<file path="src/rtl/seg7_pkg.sv">
// Shared definitions for the multiplexed 7-segment driver: glyph table,
// the all-unlit segment pattern and the nibble-to-glyph lookup.
package seg7_pkg;

  localparam int SEG_W = 7;

  // Active-high pattern with every segment unlit.
  localparam logic [SEG_W-1:0] SEG_OFF = 7'h00;

  // Hex glyphs 0..F, bit6..bit0 = segments A..G, active-high.
  localparam logic [SEG_W-1:0] GLYPH_ROM [16] = '{
    7'h7E, 7'h30, 7'h6D, 7'h79, 7'h33, 7'h5B, 7'h5F, 7'h70,
    7'h7F, 7'h7B, 7'h77, 7'h1F, 7'h4E, 7'h3D, 7'h4F, 7'h47
  };

  function automatic logic [SEG_W-1:0] seg7_glyph(input logic [3:0] nibble);
    return GLYPH_ROM[nibble];
  endfunction

endpackage

</file>
<file path="src/rtl/seg7_scan_driver_if.sv">
// Load/display bus of seg7_scan_driver. The blink mask exists only when
// SEG7_BLINK_EN is defined.
interface seg7_scan_driver_if
  import seg7_pkg::*;
#(
  parameter int NUM_DIGITS = 4
);

  logic                    i_Load;
  logic [4*NUM_DIGITS-1:0] i_Value;
  logic [NUM_DIGITS-1:0]   i_Blank_Mask;
`ifdef SEG7_BLINK_EN
  logic [NUM_DIGITS-1:0]   i_Blink_Mask;
`endif
  logic [SEG_W-1:0]        o_Segment;
  logic [NUM_DIGITS-1:0]   o_Digit_En;
  logic                    o_Frame_Done;

  // Host side: game logic supplying values and watching the frame pulse.
  modport master (
`ifdef SEG7_BLINK_EN
    output i_Blink_Mask,
`endif
    output i_Load, i_Value, i_Blank_Mask,
    input  o_Segment, o_Digit_En, o_Frame_Done
  );

  // Driver side: the scan driver itself.
  modport slave (
`ifdef SEG7_BLINK_EN
    input  i_Blink_Mask,
`endif
    input  i_Load, i_Value, i_Blank_Mask,
    output o_Segment, o_Digit_En, o_Frame_Done
  );

endinterface

</file>
<file path="src/rtl/seg7_scan_timer.sv">
// Slot/digit sequencer: slot counter, digit index, dead-time flag and the
// frame-wrap indication (last clock of the last digit's slot).
module seg7_scan_timer
  import seg7_pkg::*;
#(
  parameter int NUM_DIGITS     = 4,
  parameter int CLKS_PER_DIGIT = 25000,
  parameter int DEAD_CLKS      = 2,
  localparam int CNT_W         = $clog2(CLKS_PER_DIGIT),
  localparam int IDX_W         = (NUM_DIGITS > 1) ? $clog2(NUM_DIGITS) : 1
) (
  input  logic             i_Clk,
  input  logic             i_Rst,
  output logic [IDX_W-1:0] o_Digit_Idx,
  output logic             o_Dead,
  output logic             o_Frame_Wrap
);

  logic [CNT_W-1:0] r_Slot_Cnt;
  logic [IDX_W-1:0] r_Digit_Idx;
  logic             w_Slot_Last;
  logic             w_Idx_Last;

  assign w_Slot_Last  = (r_Slot_Cnt == CNT_W'(CLKS_PER_DIGIT - 1));
  assign w_Idx_Last   = (r_Digit_Idx == IDX_W'(NUM_DIGITS - 1));
  assign o_Frame_Wrap = w_Slot_Last && w_Idx_Last;
  assign o_Digit_Idx  = r_Digit_Idx;

  // With no dead time the enables are never held off.
  generate
    if (DEAD_CLKS == 0) begin : g_no_dead
      assign o_Dead = 1'b0;
    end else begin : g_dead
      assign o_Dead = (r_Slot_Cnt < CNT_W'(DEAD_CLKS));
    end
  endgenerate

  // Advance the slot counter; step the digit index on each slot wrap.
  always_ff @(posedge i_Clk) begin
    if (i_Rst) begin
      r_Slot_Cnt  <= '0;
      r_Digit_Idx <= '0;
    end else if (w_Slot_Last) begin
      r_Slot_Cnt  <= '0;
      r_Digit_Idx <= w_Idx_Last ? '0 : r_Digit_Idx + IDX_W'(1);
    end else begin
      r_Slot_Cnt  <= r_Slot_Cnt + CNT_W'(1);
    end
  end

endmodule

</file>
<file path="src/rtl/seg7_scan_driver.sv">
// Time-multiplexed N-digit hex 7-segment driver with tear-free loading,
// leading-zero and per-digit blanking, dead time and pin polarity.
// Optional blinking is enabled by defining SEG7_BLINK_EN.
module seg7_scan_driver
  import seg7_pkg::*;
#(
  parameter int NUM_DIGITS      = 4,
  parameter int CLKS_PER_DIGIT  = 25000,
  parameter int DEAD_CLKS       = 2,
  parameter int LEAD_ZERO_BLANK = 1,
  parameter int SEG_ACTIVE_LOW  = 0,
  parameter int DIG_ACTIVE_LOW  = 1,
  parameter int BLINK_FRAMES    = 64
) (
  input  logic          i_Clk,
  input  logic          i_Rst,
  seg7_scan_driver_if.slave bus
);

  localparam int IDX_W = (NUM_DIGITS > 1) ? $clog2(NUM_DIGITS) : 1;
  localparam logic [SEG_W-1:0] SEG_RST =
    (SEG_ACTIVE_LOW != 0) ? ~SEG_OFF : SEG_OFF;
  localparam logic [NUM_DIGITS-1:0] EN_OFF =
    (DIG_ACTIVE_LOW != 0) ? {NUM_DIGITS{1'b1}} : {NUM_DIGITS{1'b0}};

  logic [IDX_W-1:0]        w_Digit_Idx;
  logic                    w_Dead;
  logic                    w_Frame_Wrap;

  logic [4*NUM_DIGITS-1:0] r_Active_Value, r_Pend_Value;
  logic [NUM_DIGITS-1:0]   r_Active_Blank, r_Pend_Blank;
  logic                    r_Pend_Flag;

  logic [3:0]              w_Nibble;
  logic                    w_Blank_Bit, w_Lead_Zero, w_Above_Zero;
  logic                    w_Blink_Dark, w_Dark;
  logic [SEG_W-1:0]        w_Seg_Lit, w_Seg_Pin;
  logic [NUM_DIGITS-1:0]   w_En_Lit, w_En_Pin;

  logic [SEG_W-1:0]        r_Segment;
  logic [NUM_DIGITS-1:0]   r_Digit_En;
  logic                    r_Frame_Done;

  seg7_scan_timer #(
    .NUM_DIGITS     (NUM_DIGITS),
    .CLKS_PER_DIGIT (CLKS_PER_DIGIT),
    .DEAD_CLKS      (DEAD_CLKS)
  ) u_timer (
    .i_Clk        (i_Clk),
    .i_Rst        (i_Rst),
    .o_Digit_Idx  (w_Digit_Idx),
    .o_Dead       (w_Dead),
    .o_Frame_Wrap (w_Frame_Wrap)
  );

  // Double-buffered display data: loads park in pending and reach the
  // active copy only at a frame wrap, so a frame never mixes two values.
  always_ff @(posedge i_Clk) begin
    if (i_Rst) begin
      r_Active_Value <= '0;
      r_Active_Blank <= '0;
      r_Pend_Value   <= '0;
      r_Pend_Blank   <= '0;
      r_Pend_Flag    <= 1'b0;
    end else if (bus.i_Load && w_Frame_Wrap) begin
      r_Active_Value <= bus.i_Value;
      r_Active_Blank <= bus.i_Blank_Mask;
      r_Pend_Flag    <= 1'b0;
    end else if (bus.i_Load) begin
      r_Pend_Value   <= bus.i_Value;
      r_Pend_Blank   <= bus.i_Blank_Mask;
      r_Pend_Flag    <= 1'b1;
    end else if (w_Frame_Wrap && r_Pend_Flag) begin
      r_Active_Value <= r_Pend_Value;
      r_Active_Blank <= r_Pend_Blank;
      r_Pend_Flag    <= 1'b0;
    end
  end

`ifdef SEG7_BLINK_EN
  localparam int BLK_W = (BLINK_FRAMES > 1) ? $clog2(BLINK_FRAMES) : 1;

  logic [NUM_DIGITS-1:0] r_Active_Blink, r_Pend_Blink;
  logic [BLK_W-1:0]      r_Blink_Cnt;
  logic                  r_Blink_Phase;

  // Blink mask follows the same pending/active handoff as the value.
  always_ff @(posedge i_Clk) begin
    if (i_Rst) begin
      r_Active_Blink <= '0;
      r_Pend_Blink   <= '0;
    end else if (bus.i_Load && w_Frame_Wrap) begin
      r_Active_Blink <= bus.i_Blink_Mask;
    end else if (bus.i_Load) begin
      r_Pend_Blink   <= bus.i_Blink_Mask;
    end else if (w_Frame_Wrap && r_Pend_Flag) begin
      r_Active_Blink <= r_Pend_Blink;
    end
  end

  // Count frame wraps; flip the blink phase every BLINK_FRAMES of them.
  always_ff @(posedge i_Clk) begin
    if (i_Rst) begin
      r_Blink_Cnt   <= '0;
      r_Blink_Phase <= 1'b0;
    end else if (w_Frame_Wrap) begin
      if (r_Blink_Cnt == BLK_W'(BLINK_FRAMES - 1)) begin
        r_Blink_Cnt   <= '0;
        r_Blink_Phase <= ~r_Blink_Phase;
      end else begin
        r_Blink_Cnt   <= r_Blink_Cnt + BLK_W'(1);
      end
    end
  end

  // Current digit goes dark in the off phase when its blink bit is set.
  always_comb begin
    w_Blink_Dark = 1'b0;
    for (int k = 0; k < NUM_DIGITS; k++) begin
      w_Blink_Dark = w_Blink_Dark |
        ((w_Digit_Idx == IDX_W'(k)) & r_Blink_Phase & r_Active_Blink[k]);
    end
  end
`else
  logic [31:0] w_unused_blink_frames;
  assign w_unused_blink_frames = BLINK_FRAMES;
  assign w_Blink_Dark = 1'b0;
`endif

  // Select the current digit's nibble and decide whether it is dark;
  // scanning from the top tracks whether every higher nibble is zero.
  always_comb begin
    w_Nibble     = 4'h0;
    w_Blank_Bit  = 1'b0;
    w_Lead_Zero  = 1'b0;
    w_Above_Zero = 1'b1;
    for (int k = NUM_DIGITS - 1; k >= 0; k--) begin
      w_Nibble    = w_Nibble |
        ({4{w_Digit_Idx == IDX_W'(k)}} & r_Active_Value[4*k +: 4]);
      w_Blank_Bit = w_Blank_Bit |
        ((w_Digit_Idx == IDX_W'(k)) & r_Active_Blank[k]);
      w_Lead_Zero = w_Lead_Zero |
        ((w_Digit_Idx == IDX_W'(k)) & (LEAD_ZERO_BLANK != 0) & (k != 0) &
         w_Above_Zero & (r_Active_Value[4*k +: 4] == 4'h0));
      w_Above_Zero = w_Above_Zero & (r_Active_Value[4*k +: 4] == 4'h0);
    end
    w_Dark    = w_Blank_Bit | w_Lead_Zero | w_Blink_Dark;
    w_Seg_Lit = w_Dark ? SEG_OFF : seg7_glyph(w_Nibble);
    w_Seg_Pin = (SEG_ACTIVE_LOW != 0) ? ~w_Seg_Lit : w_Seg_Lit;
  end

  // One-hot digit enable, held off during the dead time, then polarity.
  always_comb begin
    w_En_Lit = '0;
    for (int k = 0; k < NUM_DIGITS; k++) begin
      w_En_Lit[k] = !w_Dead && (w_Digit_Idx == IDX_W'(k));
    end
    w_En_Pin = (DIG_ACTIVE_LOW != 0) ? ~w_En_Lit : w_En_Lit;
  end

  // Register all pins together so segments and enables switch on one edge.
  always_ff @(posedge i_Clk) begin
    if (i_Rst) begin
      r_Segment    <= SEG_RST;
      r_Digit_En   <= EN_OFF;
      r_Frame_Done <= 1'b0;
    end else begin
      r_Segment    <= w_Seg_Pin;
      r_Digit_En   <= w_En_Pin;
      r_Frame_Done <= w_Frame_Wrap;
    end
  end

  assign bus.o_Segment    = r_Segment;
  assign bus.o_Digit_En   = r_Digit_En;
  assign bus.o_Frame_Done = r_Frame_Done;

endmodule

</file>
<file path="src/flat_wrapper.sv">
// flat-port wrapper written by rule: the top's interface ports become plain ports
module seg7_scan_driver_flat import seg7_pkg::*;
#(
  parameter int NUM_DIGITS      = 4,
  parameter int CLKS_PER_DIGIT  = 25000,
  parameter int DEAD_CLKS       = 2,
  parameter int LEAD_ZERO_BLANK = 1,
  parameter int SEG_ACTIVE_LOW  = 0,
  parameter int DIG_ACTIVE_LOW  = 1,
  parameter int BLINK_FRAMES    = 64
)
  (i_Clk, i_Rst, bus_i_Load, bus_i_Value, bus_i_Blank_Mask, bus_o_Segment, bus_o_Digit_En, bus_o_Frame_Done);
  seg7_scan_driver_if #(.NUM_DIGITS(NUM_DIGITS)) bus_i ();
  input  logic i_Clk;
  input  logic i_Rst;
  input wire logic [$bits(bus_i.i_Load)-1:0] bus_i_Load;
  input wire logic [$bits(bus_i.i_Value)-1:0] bus_i_Value;
  input wire logic [$bits(bus_i.i_Blank_Mask)-1:0] bus_i_Blank_Mask;
  output wire logic [$bits(bus_i.o_Segment)-1:0] bus_o_Segment;
  output wire logic [$bits(bus_i.o_Digit_En)-1:0] bus_o_Digit_En;
  output wire logic [$bits(bus_i.o_Frame_Done)-1:0] bus_o_Frame_Done;
  assign bus_i.i_Load = bus_i_Load;
  assign bus_i.i_Value = bus_i_Value;
  assign bus_i.i_Blank_Mask = bus_i_Blank_Mask;
  assign bus_o_Segment = bus_i.o_Segment;
  assign bus_o_Digit_En = bus_i.o_Digit_En;
  assign bus_o_Frame_Done = bus_i.o_Frame_Done;
  seg7_scan_driver #(.NUM_DIGITS(NUM_DIGITS), .CLKS_PER_DIGIT(CLKS_PER_DIGIT), .DEAD_CLKS(DEAD_CLKS), .LEAD_ZERO_BLANK(LEAD_ZERO_BLANK), .SEG_ACTIVE_LOW(SEG_ACTIVE_LOW), .DIG_ACTIVE_LOW(DIG_ACTIVE_LOW), .BLINK_FRAMES(BLINK_FRAMES)) u_core (.i_Clk(i_Clk), .i_Rst(i_Rst), .bus(bus_i));
endmodule
</file>
<file path="config.mk">
export PLATFORM = sky130hd
export DESIGN_NAME = seg7_scan_driver_flat
export DESIGN_NICKNAME = d
export VERILOG_FILES = /design/src/rtl/seg7_pkg.sv /design/src/rtl/seg7_scan_driver_if.sv /design/src/rtl/seg7_scan_timer.sv /design/src/rtl/seg7_scan_driver.sv /design/src/flat_wrapper.sv
export SDC_FILE = /design/constraint.sdc
export NUM_CORES = 1
export LEC_CHECK = 0
export ABC_AREA = 1
export CAP_MARGIN = 20
export CORE_MARGIN = 2
export CORE_UTILIZATION = 45
export CTS_CLUSTER_DIAMETER = 80
export DETAILED_ROUTE_END_ITERATION = 7
export PLACE_DENSITY = 0.63
export SYNTH_ARGS = -nofsm -noshare
export SYNTH_HDL_FRONTEND = slang
export SYNTH_SLANG_ARGS = --single-unit
</file>
<file path="constraint.sdc">
create_clock -name i_Clk -period 2.25 [get_ports i_Clk]
set_input_delay 0.3375 -clock i_Clk [delete_from_list [all_inputs] [get_ports i_Clk]]
set_output_delay 0.3375 -clock i_Clk [all_outputs]
set_load 0.005 [all_outputs]
</file>
==> metrics list <==
- The flow ran to the end, and the final reports show no timing, DRC or antenna violations.
- Slack of the worst reg-to-reg path: 0.26 ns
- Reg-to-Reg Start: u_core.u_timer.o_Digit_Idx[0]
- Maximum fanout along the worst path: 4
- Chip Width: 94.94 um
- In this run the vertical extent of the chip is 94.94 um.
* Number of slew-limit violations in the final report: 0
* Cell mode on critical path: sky130_fd_sc_hd__inv_1
- Most frequent cells in the layout: 137 x sky130_fd_sc_hd__nand2_1, 72 x sky130_fd_sc_hd__inv_1, 70 x sky130_fd_sc_hd__dfxtp_1, 54 x sky130_fd_sc_hd__nor2_1, 34 x sky130_fd_sc_hd__clkdlybuf4s50_1
* Post-synthesis to final-layout area growth: 14.73%
- Cells traversed along the worst timing path: inv_1, ha_1, inv_1, o21ai_0, nor2_1, inv_1, ha_1, or2_2, nand2_1, nand2_1, nor2_1
* Vias: 3154
- For this design, the slowest cell found on the critical path is sky130_fd_sc_hd__dfxtp_1.
* Total standard cell area after synthesis: 0.003721 mm2
- Clock slew seen by the registers of the worst setup and hold paths: 0.07 ns
- The synthesized netlist contains 32 unique library cells.
* Maximum number of pins on one net before global-route repair: 47
- The min-delay analysis places its worst path in the category reg -> reg.
- Clock tree from TritonCTS: yes
* Sw Share: 0.2389
* Share of layout cells above drive strength 1: 0.1611
* ANT nets after route: 0
- Required time at the worst-slack endpoint: 2.52 ns
- The worst-case IR drop observed on VDD is 0.3254 mV.
- The complex-gate fraction of the synthesized area came to 0.1224.
- Instance count after placement with tap cells included: 656
- Drt initial violations: 127
- The H-tree was split into 3 levels.
- Synth warnings: 0
- Max-cap check violation count: 0
- For the final routed database, the setup TNS stands at 0 ns.
- Number of sinks handled by clock tree synthesis: 70
- Measured in cells, the most critical reg-to-reg path has a length of 11.
- Averaged over all synthesized cells, the footprint is 7.061 um2.
- Mux cell area share after synthesis: 0
* Capturing element type of the critical path: flop
- Dominant combinational cell family by area after synthesis: simple AND/OR/NAND/NOR gates
- Cell internal power dissipation: 0.001793 W
- Derived from the worst setup path, the maximum achievable clock frequency is 502.5 MHz.
* Clk Tree Root Cell: sky130_fd_sc_hd__clkbuf_8
- NetSw: 0.0005627 W
* Number of global-route vias before repair: 3044
* Hold path startpoint: u_core.u_timer.r_Slot_Cnt[0]
- Total wire length after detailed routing: 7477 um
- Before antenna repair, the detailed router went through 4 iterations.
- Number of post-CTS setup repair buffers: 0
- Hold depth: 1
- Latest clock arrival within the worst-skew pair: 0.34 ns
* Count of final setup violators: 0
* Starting density of the core: 0.4575
- Number of gates resized after CTS: 0
- Syn Inst Count: 527
- Seq pwr share: 0.550
* Via-per-instance ratio: 4.707
* Number of buffers inserted by port buffering: 34
* Number of synthesized register bits: 70
* Fillcell total: 815
* Total routing resource utilization after global routing: 0.1892
- Share of the synthesized netlist area taken by xor and xnor gates: 0.002354
- Number of buffers inserted during clock tree synthesis: 9
* Maximum buffer depth of the clock tree: 2
* Hold path endpoint: u_core.u_timer.r_Slot_Cnt[0]
- Dividing total power by cell area gives a power density of 551.7 mW/mm2.
- Overflow after GRT: 0
- The share of total power dissipated in combinational logic is 0.087.
* Die Footprint: 0.009013 mm2
- Of the available clock period, the critical path in the final layout requires 0.8844.
- Mean routed wirelength per cell: 11.16 um
* Type of origin of the critical path: flop
- Critical path type: reg -> reg
- After detailed routing, the number of remaining DRC violations is 0.
* Unrepaired setup endpoints after global routing: false
- Weighted congestion at the end of routability-driven global placement: 0.8212
- 35 I/O pins were placed.
- Cell row count: 33
- Of the total power, the clock network draws 0.363.
* Syn Nets: 562
- The number of antenna diodes in the final layout is 0.
- On the worst path, the slowest cell contributes a delay of 0.40 ns.
- After the last flow step, the layout net total stands at 597.
- Actual transition at the worst max-transition pin: 0.4481 ns
- The worst path needs 1.990 ns of the cycle, external delays included.
- After clock tree synthesis, the flow added hold-fix buffers numbering 0.
* Static Leak: 1.929 nW
- Post-route insts no fill: 670
* Data arrival time of the worst path: 2.26 ns
- Sequential-to-total area share from yosys stat: 0.3766
- The floorplan step defined a core boundary enclosing 0.008134 mm2.
* Adder-cell area share of the yosys netlist: 0.04035
- Dpl hpwl: 5452 um
- The total count of hold-check failures in the final report was 0.
- The endpoint identified for the worst register-to-register timing path is u_core.bus.o_Segment[3].
* Synthesized-area fraction occupied by and/or/nand/nor cells: 0.3389
* Final Skew: 0.005270 ns
- The first global-routing pass estimated 13410 um of wire.
- Number of antenna violations at the first check in global routing: 0
* Max transition margin: 0.7013
- Leaving out fill and tap cells, the most frequent cell in the layout is sky130_fd_sc_hd__nand2_1.
[cell type report]
| cell class | count | area (um2) | share of cell area |
|---|---|---|---|
| Clock buffer | 12 | 145.1 | 0.03400 |
| Clock inverter | 2 | 10.01 | 0.002345 |
| Inverter | 74 | 277.8 | 0.06506 |
| Multi-Input combinational cell | 363 | 1876 | 0.4393 |
| Sequential cell | 70 | 1401 | 0.3283 |
| Tap cell | 105 | 131.4 | 0.03077 |
| Timing Repair Buffer | 44 | 427.9 | 0.1002 |
[worst max-delay path, delay by kind of cell, from the launching register on]
family / cells / cell delay, ns
adder cells (fa/ha/maj): 2 / 0.50
AO/OA/AOI/OAI: 1 / 0.09
flip-flops: 1 / 0.40
buffers and inverters: 3 / 0.33
AND/OR/NAND/NOR: 5 / 0.61
[cells by family (layout without fill, tap and decap cells)]
family                   after synthesis  in the layout
adder cells (fa/ha/maj)               12             12
AO/OA/AOI/OAI                         75             75
flip-flops                            70             70
buffers and inverters                 94            132
XOR/XNOR                               1              1
AND/OR/NAND/NOR                      275            275
[worst max path at each step]
stage	from	to	slack [ns]	depth (start not counted)
2_1_floorplan	u_core.u_timer.o_Digit_Idx[0]	u_core.bus.o_Segment[3]	0.29	11
3_3_place_gp	u_core.u_timer.o_Digit_Idx[0]	u_core.bus.o_Segment[3]	0.39	11
3_5_place_dp	u_core.u_timer.o_Digit_Idx[0]	u_core.bus.o_Segment[3]	0.29	11
4_1_cts	u_core.u_timer.o_Digit_Idx[0]	u_core.bus.o_Segment[3]	0.27	11
5_1_grt	u_core.u_timer.o_Digit_Idx[0]	u_core.bus.o_Segment[3]	0.004	11
6_report	u_core.u_timer.o_Digit_Idx[0]	u_core.bus.o_Segment[3]	0.26	11
[power by group through the flow]
stage | logic (W) | clock network [W] | registers, W
after floorplan | 0.000131 | 0 | 0.00132
after global placement | 0.000204 | 0 | 0.00132
after detailed placement | 0.000207 | 0 | 0.00132
after CTS | 0.000207 | 0.000892 | 0.00130
after global routing | 0.000235 | 0.000950 | 0.00130
final | 0.000204 | 0.000856 | 0.00130
[metrics by stage]
| stage | setup slack, ns | total power (W) | cell area (um2) | hold WS [ns] | utilization |
|---|---|---|---|---|---|
| floorplan | 0.2927 | 0.001454 | 3721 | 0.4098 | - |
| global placement | 0.3891 | 0.001527 | 4114 | 0.4349 | 0.5058 |
| detailed placement | 0.2883 | 0.001531 | 4114 | 0.4426 | 0.5058 |
| CTS | 0.2660 | 0.002395 | 4269 | 0.4576 | 0.5248 |
| global route | 0.003787 | 0.002485 | 4269 | 0.4935 | 0.5248 |
| finish | 0.2601 | 0.002355 | 4269 | 0.4555 | 0.5248 |
[synthesized netlist by cell type (all sizes together)]
cell    instances  area (um2)
nand2         142       550.5
inv            74       277.8
dfxtp          70        1401
nor2           66       292.8
a21oi          43       290.3
o21ai          30       150.1
or2            23       143.9
nand3          18       95.09
buf            16       151.4
ha             12       150.1
nor3           12       70.07
nand4           9       68.81
clkbuf          4       15.01
nor3b           2       20.02
nor4            2       12.51
and3            1       7.510
o211ai          1       7.510
o21a            1       7.510
xor2            1       8.760
[per-layer routing]
metal,track usage,part of all wire,up-vias
met5,0,0,-
met3,0.05986,0.039,10
met4,0.05556,0.013,0
met2,0.3197,0.47,53
li1,-,-,1701
met1,0.2303,0.47,1390
[state kept, by name (all words and copies together) (netlist names)]
name and cells:
u_core.r_Active_Blank 4, u_core.bus.o_Frame_Done 1, u_core.u_timer.o_Digit_Idx 2, u_core.r_Active_Value 16, u_core.r_Pend_Blank 4, u_core.r_Pend_Value 16, u_core.u_timer.r_Slot_Cnt 15, u_core.bus.o_Segment 7
u_core.bus.o_Digit_En 4, u_core.r_Pend_Flag 1
Note: power is estimated with default switching activity, not from simulation.
